$ cat src/rtl/game_flow_ctrl.sv
// game_flow_ctrl: top-level game sequencer driving lives, state and start/respawn/clear pulses.
// Define PAUSE_EN to build the PAUSE state and pause button handling.
module game_flow_ctrl #(
    parameter int LIVES_INIT     = 3,
    parameter int RESPAWN_FRAMES = 60,
    parameter int OVER_FRAMES    = 120
) (
    input  logic       clock,
    input  logic       reset,
    input  logic       enter,
    input  logic       pause_btn,
    input  logic       hit,
    input  logic       frame_tick,
    output logic       start,
    output logic       respawn,
    output logic       clear,
    output logic       game_active,
    output logic       freeze,
    output logic       game_over,
    output logic [2:0] lives,
    output logic [2:0] state
);

    typedef enum logic [2:0] {
        ST_IDLE    = 3'd0,
        ST_PLAY    = 3'd1,
        ST_RESPAWN = 3'd2,
        ST_OVER    = 3'd3,
        ST_PAUSE   = 3'd4
    } state_t;

    state_t     state_q, state_d;
    logic [2:0] lives_q, lives_d;
    logic [7:0] timer_q, timer_d;
    logic       start_q, start_d;
    logic       respawn_q, respawn_d;
    logic       clear_q, clear_d;
    logic       enter_q;
    logic       enter_rise;
    logic       pause_rise;

    assign enter_rise = enter & ~enter_q;

`ifdef PAUSE_EN
    logic pause_q;

    assign pause_rise = pause_btn & ~pause_q;

    always_ff @(posedge clock) begin
        if (reset) begin
            pause_q <= 1'b1;
        end else begin
            pause_q <= pause_btn;
        end
    end
`else
    logic unused_pause_btn;

    assign unused_pause_btn = pause_btn;
    assign pause_rise       = 1'b0;
`endif

    // Edge-detect registers reset high so a button held through reset never fires.
    always_ff @(posedge clock) begin
        if (reset) begin
            state_q   <= ST_IDLE;
            lives_q   <= 3'd0;
            timer_q   <= 8'd0;
            start_q   <= 1'b0;
            respawn_q <= 1'b0;
            clear_q   <= 1'b0;
            enter_q   <= 1'b1;
        end else begin
            state_q   <= state_d;
            lives_q   <= lives_d;
            timer_q   <= timer_d;
            start_q   <= start_d;
            respawn_q <= respawn_d;
            clear_q   <= clear_d;
            enter_q   <= enter;
        end
    end

    always_comb begin
        state_d   = state_q;
        lives_d   = lives_q;
        timer_d   = timer_q;
        start_d   = 1'b0;
        respawn_d = 1'b0;
        clear_d   = 1'b0;

        case (state_q)
            ST_IDLE: begin
                if (enter_rise) begin
                    state_d = ST_PLAY;
                    lives_d = 3'(LIVES_INIT);
                    start_d = 1'b1;
                    clear_d = 1'b1;
                end
            end
            ST_PLAY: begin
                // A hit wins over a simultaneous pause press, which is simply dropped.
                if (hit) begin
                    clear_d = 1'b1;
                    if (lives_q > 3'd1) begin
                        state_d = ST_RESPAWN;
                        lives_d = lives_q - 3'd1;
                        timer_d = 8'(RESPAWN_FRAMES);
                    end else begin
                        state_d = ST_OVER;
                        lives_d = 3'd0;
                        timer_d = 8'(OVER_FRAMES);
                    end
                end else if (pause_rise) begin
                    state_d = ST_PAUSE;
                end
            end
            ST_RESPAWN: begin
                if (frame_tick) begin
                    if (timer_q <= 8'd1) begin
                        state_d   = ST_PLAY;
                        timer_d   = 8'd0;
                        respawn_d = 1'b1;
                    end else begin
                        timer_d = timer_q - 8'd1;
                    end
                end
            end
            ST_OVER: begin
                // Early enter presses are discarded, not remembered.
                if (enter_rise && (timer_q == 8'd0)) begin
                    state_d = ST_IDLE;
                end else if (frame_tick && (timer_q != 8'd0)) begin
                    timer_d = timer_q - 8'd1;
                end
            end
`ifdef PAUSE_EN
            ST_PAUSE: begin
                if (pause_rise) begin
                    state_d = ST_PLAY;
                end
            end
`endif
            default: begin
                state_d = ST_IDLE;
            end
        endcase
    end

    assign start       = start_q;
    assign respawn     = respawn_q;
    assign clear       = clear_q;
    assign lives       = lives_q;
    assign state       = state_q;
    assign game_active = (state_q == ST_PLAY);
    assign game_over   = (state_q == ST_OVER);
`ifdef PAUSE_EN
    assign freeze      = (state_q == ST_RESPAWN) || (state_q == ST_PAUSE);
`else
    assign freeze      = (state_q == ST_RESPAWN);
`endif

endmodule

$ cat config.mk
export PLATFORM = sky130hd
export DESIGN_NAME = game_flow_ctrl
export DESIGN_NICKNAME = d
export VERILOG_FILES = /design/src/rtl/game_flow_ctrl.sv
export SDC_FILE = /design/constraint.sdc
export NUM_CORES = 1
export LEC_CHECK = 0
export BUFFER_PORTS_ARGS = -buffer_cell sky130_fd_sc_hd__buf_4
export CORE_ASPECT_RATIO = 1.75
export CORE_UTILIZATION = 30
export DETAILED_ROUTE_END_ITERATION = 10
export HOLD_SLACK_MARGIN = 0.06
export SLEW_MARGIN = 20
export SYNTH_ARGS = -nofsm -noshare
export SYNTH_HDL_FRONTEND = slang
export SYNTH_SLANG_ARGS = --single-unit
$ cat constraint.sdc
create_clock -name clock -period 5.6 [get_ports clock]
set_input_delay 0.28 -clock clock [delete_from_list [all_inputs] [get_ports clock]]
set_output_delay 0.28 -clock clock [all_outputs]
set_load 0.01 [all_outputs]
==> summary.md, run 1 <==
| Metric | Value |
|---|---|
| Placer Congestion | approximately 0.81 |
| Register area share after synthesis | approximately a third |
| Critical path buffer and inverter count | 1 |
| Mean post-synth cell area | ~8 sq um |
| Root Driver | clkbuf_8 |
| Met3 WL | between 100 and 150 um |
| Placed Cells | between 150 and 200 |
| Crit path largest cell delay | around 0.5 ns |
| Synth Register Bits | 17 |
| Final Cell Area | 0.001180 sq mm |
| Area of the multi-input gates | 594.3 sq um |
| Clock tree buffer depth | 2 |
| Outcome | complete, no violations |
| Die area | roughly 0.0036 sq mm |
| Residual DRC | 0 |
| # diodes | 0 |
| Pins Over Slew Limit | 0 |
| Drt first pass iters | 4 |
| Initial drt markers | 35 |
| Final WL | 2552 um |
| I/O Pins | 18 |
| Most common flop cell mapped by yosys | dfxtp_1 |
| WL per Instance | ~14 um |
| Clock skew | between 0.0015 and 0.002 ns |
| # setup viols final | 0 |
| CTS tree | yes |
| Top Layer Used | met4 |
| Core ar. | approximately 0.0032 sq mm |
| Fin cells | ~180 |
| Clock Latency Late Sink | approximately 0.26 ns |
| Worst r2r src | timer_q[0] |
| Hold WC Path Type | input port to register |
| Port Buffers | 15 |
| Post-DRT Antenna Nets | 0 |
| Setup TNS | 0 ns |
| Fmax | approximately 490 MHz |
| Period minus WS final | between 2 and 2.5 ns |
| Critical path peak fanout | 5 |
| Syn nets | about 140 |
| Delay-heaviest family, CP | simple AND/OR/NAND/NOR gates |
| Mapped Cells | 125 |
| P&R area growth vs syn | 16.85% |
| Worst-path clk slew | 0.06 ns |
| MaxCap Viol Count | 0 |
| Kind of critical path | register to register |
| Hold Path End | enter_q |
| Netlist cell types | between 40 and 50 |
| Maximum vdd drop | about 84 uV |
| Die Ht | 78.75 um |
| Crit-path slowest cell | or3b_2 |
| Rel. slew slack | between 50% and 60% |
| Total gr overflow | 0 |
| Vias per cell | about 5.6 |
| Die Wd | around 46 um |
| Hold Path Stages | 2 |
| Worst Reg-to-Reg Cells | 6 |
| PwrDens | about 250 mW/mm^2 |
| Final Cycle Share | a little under two fifths |
| Initial antenna violation count | 0 |
| CP Data Required Time | approximately 5.7 ns |
| FF-to-FF End | timer_q[6] |
| Share of layout cells above drive strength 1 | about a fifth |
| Clock Sinks | 17 |
| Post-DP HPWL | about 1900 um |
| Total power | 291.1 uW |
| FF/Latch Area | around 340 sq um |
| Number of global-route vias before repair | 922 |
| Hold Buf Count CTS | 0 |
| Leak pwr | 0.4639 nW |
| Setup ws final | 3.545 ns |
| Largest net degree at the start of global routing | 20 |
| Crit. End Element | register |
| Hold Vio Cnt, Final | 0 |
| Post-Route M1 WL | approximately 960 um |
| Filler cells | ~360 |
| Slew @ Worst Pin | between 0.6 and 0.7 ns |
| Hold_sp | enter |
| Initial Util | between 30% and 40% |
| Core Rows | 27 |
| Resize count post-CTS | 0 |
| Layout Nets | 147 |
| H-tree Lvls | 1 |
| Unrepaired setup endpoints after global routing | no |
| Critical path, cell by cell | inv_1, ha_1, or3b_2, or3_2, a32oi_1, o32ai_1 |
| Most common cell after layout, fill and taps aside | dfxtp_1 |
| WP data arrival | 2.20 ns |
| Synthesis Warnings | 0 |
| Met2 routed WL | 1366 um |
| Synthesized cell area | around 0.001 sq mm |
| Most frequent cells in the layout | dfxtp_1, buf_4, nor2_1 |
| Crit start category | register |
| Ys async rst share | 0% |
| First-pass GRT wire length | between 4000 and 5000 um |
| Via count | roughly 1,000 |
| Overall Global Routing Usage | 15.46% |
| Post-CTS Setup Repair Bufs | 0 |
| Num CTS Buffers | 3 |
| Placed instance area | around 0.0011 sq mm |
| Place WS | about 3.6 ns |
| R2R Setup Slk | 3.54 ns |
| Post-synth EDFFs | 0 |
-- cells by family after synthesis --
kind of cell | after synthesis | share of synthesized area, %
and+or+nand+nor | 54 | 31.10
AOI/OAI and AO/OA | 32 | 22.43
buffers and inverters | 17 | 7.435
DFF | 17 | 33.71
adders and majority gates | 4 | 4.957
other | 1 | 0.3714
-- registers in the layout (all words and copies together) (netlist names) --
| register | count |
|---|---|
| timer_q | 8 |
| lives | 3 |
| state | 2 |
| clear | 1 |
| enter_q | 1 |
| respawn | 1 |
| start | 1 |
-- worst max path at each step --
stage / startpoint / to / depth (start not counted)
global placement: timer_q[0] / timer_q[6] / 6
finish: timer_q[0] / timer_q[6] / 6
CTS: timer_q[0] / timer_q[6] / 6
floorplan: timer_q[4] / timer_q[6] / 5
global route: timer_q[0] / timer_q[6] / 6
detailed placement: timer_q[0] / timer_q[6] / 6
-- power by group --
group / internal (mW) / switching (mW) / total, mW
Combinational: 0.0276 / 0.0340 / 0.0616
Clock: 0.0507 / 0.0433 / 0.0940
Sequential: 0.126 / 0.00921 / 0.136
Total: 0.205 / 0.0865 / 0.291
-- cells in the mapped netlist, types with 2 or more instances --
library cell	n	area [sq um]
dfxtp_1	17	340.3
nor2_1	13	48.80
a21oi_1	9	45.04
inv_1	9	33.78
clkbuf_1	6	22.52
nand2_1	5	18.77
nand3_1	5	25.02
a31oi_1	4	25.02
ha_1	4	50.05
nor3_1	4	20.02
nand2b_1	3	18.77
nand4_1	3	18.77
nor4_1	3	18.77
o22ai_1	3	18.77
a221oi_1	2	17.52
a32oi_1	2	17.52
and2_1	2	12.51
nand4b_1	2	17.52
nor2b_1	2	12.51
nor3b_1	2	15.01
o32ai_1	2	17.52
or3_2	2	15.01
or3b_2	2	17.52
-- stage by stage --
stage	hold slack, ns	utilization [%]
2_1_floorplan	0.3866	-
3_3_place_gp	0.4791	35.74
3_5_place_dp	0.4894	35.74
4_1_cts	0.2243	37.16
5_1_grt	0.2226	37.16
6_report	0.2217	37.16
-- cell type report --
| type | count | share of cell area, % |
|---|---|---|
| inverter | 9 | 2.863 |
| multi-input combinational | 91 | 50.37 |
| sequential | 17 | 28.84 |
| tap | 43 | 4.560 |
| clock buffer | 4 | 3.818 |
| timing repair buffer | 15 | 9.544 |
-- per-layer routing --
metal / GRT usage [%] / vias up
li1: - / 486
met1: 15.57 / 466
met2: 27.89 / 37
met3: 1.591 / 10
met4: 9.706 / 0
met5: 0 / -
(Power assumes the default switching activity.)
==> run 2, diff against run 1 <==
==> constraint.sdc (replaced) <==
create_clock -name clock -period 1.72 [get_ports clock]
set_input_delay 0.086 -clock clock [delete_from_list [all_inputs] [get_ports clock]]
set_output_delay 0.086 -clock clock [all_outputs]
set_load 0.01 [all_outputs]
==> run 2 against run 1 <==
  * The run now ends with setup timing left
  * Total power grew to 3.6 times the previous value
  * Sequential share of layout area decreased by 5.0 points
  * Combinational power rose to 5.0 times the previous value
  * Design area grew 22%
  * Critical endpoint unchanged
==> summary.md, run 2 (synthesis gave the netlist of run 1 again) <==
| Metric | Value |
|---|---|
| Layout Nets | 171 (+16%) |
| Port Buffers | 15 (unchanged) |
| Final WL | 3112 um (+22%) |
| Final Cycle Share | 108.4% (+72 points) |
| Placer Congestion | 0.8408 (+3.8%) |
| PwrDens | 726.0 mW/mm^2 (+190%) |
| Sw Share | 29.63% (-0.078 points) |
| Crit start category | register |
| Hold_sp | reset |
| Die area | 0.003611 sq mm (unchanged) |
| Failing checks | setup timing |
| Core Rows | 27 (unchanged) |
| Initial antenna violation count | 0 (unchanged) |
| Critical path, cell by cell | or4_4, or4b_4, a32oi_1, o32ai_1 |
| Critical path peak fanout | 5 (unchanged) |
| Critical path buffer and inverter count | 0 (-1) |
| Initial Util | 31.80% (unchanged) |
| Post-DRT Antenna Nets | 0 (unchanged) |
| MaxCap Viol Count | 0 (unchanged) |
| Hold Path End | timer_q[5] |
| Crit-path slowest cell | or4b_4 |
| Worst r2r src | timer_q[6] |
| H-tree Lvls | 1 (unchanged) |
| Share of layout cells above drive strength 1 | 38.13% (+18 points) |
| CTS tree | yes |
| Clock Latency Late Sink | 0.25 ns (about the same) |
| Maximum vdd drop | 286.9 uV (+240%) |
| Filler cells | 352 (-1.4%) |
| Overall Global Routing Usage | 18.81% (+3.3 points) |
| Place WS | -0.1763 ns (-3.734 ns) |
| Unrepaired setup endpoints after global routing | yes |
| Post-DP HPWL | 2243 um (+20%) |
| Most frequent cells in the layout | buf_4, dfxtp_1, nor2_1 |
| WP data arrival | 2.00 ns (-0.20 ns) |
| Hold Vio Cnt, Final | 0 (unchanged) |
| R2R Setup Slk | -0.14 ns (-3.69 ns) |
| Rel. slew slack | 56.07% (-3.1 points) |
| Hold WC Path Type | input port to register |
| Total gr overflow | 0 (unchanged) |
| Root Driver | clkbuf_8 |
| FF-to-FF End | timer_q[6] |
| Fmax | 536.3 MHz (+10%) |
| Hold Path Stages | 2 (unchanged) |
| Kind of critical path | register to register |
| Clock tree buffer depth | 2 (unchanged) |
| Die Wd | 45.86 um (unchanged) |
| Die Ht | 78.75 um (unchanged) |
| # setup viols final | 10 (+10) |
| Internal power | 733.2 uW (+260%) |
| Pins Over Slew Limit | 0 (unchanged) |
| Biggest register | timer_q |
| Clock skew | 0.0008555 ns (-0.001045 ns) |
| Clock share of power | 29.1% (-3.2 points) |
| Total power | 1.042 mW (+260%) |
| P&R area growth vs syn | 42.13% |
| Delay-heaviest family, CP | simple AND/OR/NAND/NOR gates |
| Vias per cell | 5.562 (-0.35%) |
| Period minus WS final | 1.865 ns (-0.1907 ns) |
| CP Data Required Time | 1.85 ns (-3.89 ns) |
| Initial drt markers | 29 (-17%) |
| Largest register FFs | 8 (unchanged) |
| # diodes | 0 (unchanged) |
| Worst-path clk slew | 0.07 ns (about the same) |
| WL per Instance | 15.33 um (+7.5%) |
| Slew @ Worst Pin | 0.6559 ns (+0.04359 ns) |
| First-pass GRT wire length | 5009 um (+21%) |
| Via count | 1,129 (+13%) |
| Core ar. | 0.003176 sq mm (unchanged) |
| I/O Pins | 18 (unchanged) |
| Num CTS Buffers | 3 (unchanged) |
| Largest net degree at the start of global routing | 20 (unchanged) |
| Clock Sinks | 17 (unchanged) |
| Most common cell after layout, fill and taps aside | buf_4 |
| Power share of the combinational group | 29.8% (+8.6 points) |
| Crit. End Element | register |
| Drt first pass iters | 4 (unchanged) |
| Number of global-route vias before repair | 1,111 (+20%) |
| Net Sw Power | 308.7 uW (+260%) |
| Residual DRC | 0 (unchanged) |
| Leak pwr | 0.6094 nW (+31%) |
| Setup TNS | -0.9917 ns (-0.9917 ns) |
| Sequential share of power | 41.1% (-5.5 points) |
| Worst Reg-to-Reg Cells | 4 (-2) |
| Crit path largest cell delay | 0.55 ns (+0.05 ns) |
| Setup ws final | -0.1447 ns (-3.689 ns) |
| Outcome | complete, but fails checks |
==> run 2: repair_timing <==
action | in CTS | in global routing
gates cloned | 1 | 0
hold buffers | 1 | 0
setup buffers | 3 | 0
resized for setup | 8 | 2
endpoints found under the hold margin | 1 | 0
pin swaps | 7 | 4
setup endpoints to repair | 9 | 11
==> run 2: area by class of cell <==
class | instances | area (sq um) | share of cell area (%)
Inverter | 9 | 33.78 | 2.354
Clock buffer | 4 | 45.04 | 3.139
Timing Repair Buffer | 38 | 295.3 | 20.58
Tap cell | 43 | 53.80 | 3.749
Sequential cell | 17 | 342.8 | 23.89
Multi-Input combinational cell | 92 | 664.4 | 46.29
==> run 2: power by group through the flow <==
stage	logic, mW	registers, mW	clock network, mW
finish	0.311	0.428	0.303
floorplan	0.163	0.440	0
global placement	0.243	0.435	0
global route	0.335	0.430	0.323
CTS	0.297	0.428	0.307
detailed placement	0.246	0.436	0
==> run 2: stage by stage <==
step	area (sq um)	util, %	cells	hold WS [ns]
floorplan	1027	-	125	0.1926
global placement	1295	40.78	194	0.2924
detailed placement	1295	40.78	194	0.2961
CTS	1424	44.84	203	0.1571
global route	1435	45.19	203	0.1791
finish	1435	45.19	203	0.1527
==> run 2: per-layer routing <==
layer	up-vias	track usage, %	wire length [um]
met5	-	0	0
met4	0	10.88	104
met3	13	1.818	170
met2	48	33.38	1729
met1	529	20.00	1107
li1	539	-	-
==> run 2: worst register-to-register path: stages, from the launching register on <==
cell,delay [ns]
dfxtp_2,0.32
or4_4,0.54
or4b_4,0.55
a32oi_1,0.24
o32ai_1,0.10
==> run 2: worst max path at each step <==
stage               cells past startpoint          to        from  slack [ns]
finish                                  4  timer_q[6]  timer_q[6]       -0.14
CTS                                     4  timer_q[6]  timer_q[6]       -0.14
floorplan                               5  timer_q[6]  timer_q[6]       -0.17
global placement                        4  timer_q[6]  timer_q[6]       -0.13
detailed placement                      4  timer_q[6]  timer_q[6]       -0.18
global route                            4  timer_q[6]  timer_q[6]       -0.19
==> run 3, diff against run 2 <==
--- a/config.mk
+++ b/config.mk
@@ -10,6 +10,7 @@
 export CORE_UTILIZATION = 30
 export DETAILED_ROUTE_END_ITERATION = 10
 export HOLD_SLACK_MARGIN = 0.06
+export PLACE_DENSITY = 0.61
 export SLEW_MARGIN = 20
 export SYNTH_ARGS = -nofsm -noshare
 export SYNTH_HDL_FRONTEND = slang
==> run 3 against run 2 <==
  * The flow still finishes with violations (setup timing)
  * Hold slack better by 0.010 ns
  * Clock skew is 0.0063 ns higher
  * Die area stayed put
  * Clock power is 2% higher
  * Highest routed layer unchanged
  * Global-route usage hardly changed
  * Largest power group unchanged
  * Routed wire length is 0.35% higher
  * Non-clock buffer count is 6 lower
  * Setup slack worse by 0.019 ns
==> summary.md, run 3 (synthesis gave the netlist of run 1 again) <==
| Metric | Value |
|---|---|
| Outcome | complete, but fails checks |
| Unrepaired setup endpoints after global routing | yes |
| WL per Instance | 15.85 um (+3.4%) |
| Core Rows | 27 (unchanged) |
| Net Sw Power | 320.0 uW (+3.6%) |
| Clock Sinks | 17 (unchanged) |
| Maximum vdd drop | 271.5 uV (-5.4%) |
| Final Cycle Share | 109.5% (+1.1 points) |
| Final Cell Area | 0.001409 sq mm (-1.8%) |
| Clock share of power | 30.1% (+1.0 points) |
| Total power | 1.025 mW (-1.6%) |
| Power share of the combinational group | 27.8% (-2.0 points) |
| Clock Latency Late Sink | 0.26 ns (about the same) |
| Overall Global Routing Usage | 18.84% (+0.036 points) |
| Final WL | 3123 um (+0.35%) |
| Largest net degree at the start of global routing | 20 (unchanged) |
| Via count | 1,112 (-1.5%) |
| Crit. End Element | register |
| Die Ht | 78.75 um (unchanged) |
| Total gr overflow | 0 (unchanged) |
| Period minus WS final | 1.884 ns (+0.01913 ns) |
| Fmax | 530.8 MHz (-1.0%) |
| Die area | 0.003611 sq mm (unchanged) |
| Setup TNS | -0.6294 ns (+0.3623 ns) |
| P&R area growth vs syn | 39.53% |
| Failing checks | setup timing |
| Crit start category | register |
| Worst-path clk slew | 0.07 ns (about the same) |
| R2R Setup Slk | -0.16 ns (-0.02 ns) |
| # diodes | 0 (unchanged) |
| Root Driver | clkbuf_8 |
| CP Data Required Time | 1.86 ns (about the same) |
| Kind of critical path | register to register |
| PwrDens | 727.7 mW/mm^2 (+0.23%) |
| Clock tree buffer depth | 2 (unchanged) |
| Initial antenna violation count | 0 (unchanged) |
| Post-DRT Antenna Nets | 0 (unchanged) |
| Vias per cell | 5.645 (+1.5%) |
| Post-CTS Setup Repair Bufs | 0 (-3) |
| Hold WC Path Type | input port to register |
| Critical path peak fanout | 6 (+1) |
| Share of layout cells above drive strength 1 | 38.31% (+0.19 points) |
| Residual DRC | 0 (unchanged) |
| Most frequent cells in the layout | buf_4, dfxtp_1, nor2_1 |
| Hold Vio Cnt, Final | 0 (unchanged) |
| Die Wd | 45.86 um (unchanged) |
| Initial Util | 31.80% (unchanged) |
| Biggest register | timer_q |
| WP data arrival | 2.02 ns (+0.02 ns) |
| I/O Pins | 18 (unchanged) |
| Number of global-route vias before repair | 1,106 (-0.45%) |
| Layout Nets | 165 (-3.5%) |
| Post-DP HPWL | 2241 um (about the same) |
| Sw Share | 31.21% (+1.6 points) |
| First-pass GRT wire length | 5126 um (+2.3%) |
| Num CTS Buffers | 3 (unchanged) |
| Leak pwr | 0.5818 nW (-4.5%) |
| Placed instance area | 0.001285 sq mm (-0.77%) |
| Clock skew | 0.007161 ns (+0.006306 ns) |
| Sequential share of power | 42.1% (+1.0 points) |
| H-tree Lvls | 1 (unchanged) |
| Drt first pass iters | 4 (unchanged) |
| Largest register FFs | 8 (unchanged) |
| # setup viols final | 9 (-1) |
| Internal power | 705.3 uW (-3.8%) |
| Most common cell after layout, fill and taps aside | buf_4 |
| Placer Congestion | 0.8405 (about the same) |
| Pins Over Slew Limit | 0 (unchanged) |
| Core ar. | 0.003176 sq mm (unchanged) |
| Port Buffers | 15 (unchanged) |
| Setup ws final | -0.1639 ns (-0.01913 ns) |
| CTS tree | yes |
| Initial drt markers | 70 (+140%) |
| MaxCap Viol Count | 0 (unchanged) |
run 3: layout make-up:
class | instances | area [sq um]
clock buffers | 3 | 41.29
clock inverters | 1 | 5.005
fillers | 326 | 1767
inverters | 9 | 33.78
multi-input cells | 92 | 675.6
flip-flops and latches | 17 | 344.1
well taps | 43 | 53.80
repair buffers | 32 | 255.2
run 3: stage by stage:
stage | utilization, % | setup WS [ns] | std cells | hold WS (ns)
after floorplan | - | -0.1661 | 125 | 0.1926
after global placement | 40.46 | -0.1182 | 191 | 0.2923
after detailed placement | 40.46 | -0.2102 | 191 | 0.2969
after CTS | 43.58 | -0.1804 | 197 | 0.1618
after global routing | 44.37 | -0.1957 | 197 | 0.1675
final | 44.37 | -0.1639 | 197 | 0.1632
run 3: worst paths after layout:
kind	cells past startpoint	end	from
setup / recovery	4	timer_q[6]	timer_q[4]
setup reg to reg	4	timer_q[6]	timer_q[4]
hold / removal	2	timer_q[5]	reset
hold reg to reg	2	lives[1]	lives[1]
run 3: critical path, stage by stage (launching register included):
cell     delay, ns
dfxtp_2       0.32
or4_4         0.54
or4b_4        0.57
a32oi_2       0.23
o32ai_2       0.10
run 3: metal layers:
layer	vias up	GRT usage [%]	wire length, um
li1	525	-	-
met3	8	2.500	155
met4	0	8.529	55
met2	42	33.94	1720
met1	537	20.25	1192
met5	-	0	0
run 3: power by group through the flow:
stage | registers, mW | logic, mW | clock network (mW)
after floorplan | 0.440 | 0.163 | 0
after global placement | 0.438 | 0.240 | 0
after detailed placement | 0.440 | 0.244 | 0
after CTS | 0.431 | 0.271 | 0.314
final | 0.431 | 0.285 | 0.309
after global routing | 0.435 | 0.308 | 0.340
run 3: timing repair:
item | in CTS | in global routing
endpoints found under the setup margin | 9 | 11
hold buffers | 1 | 0
resized for setup | 5 | 5
pin swaps | 7 | 5
gates cloned | 1 | 0
hold endpoints to repair | 1 | 0
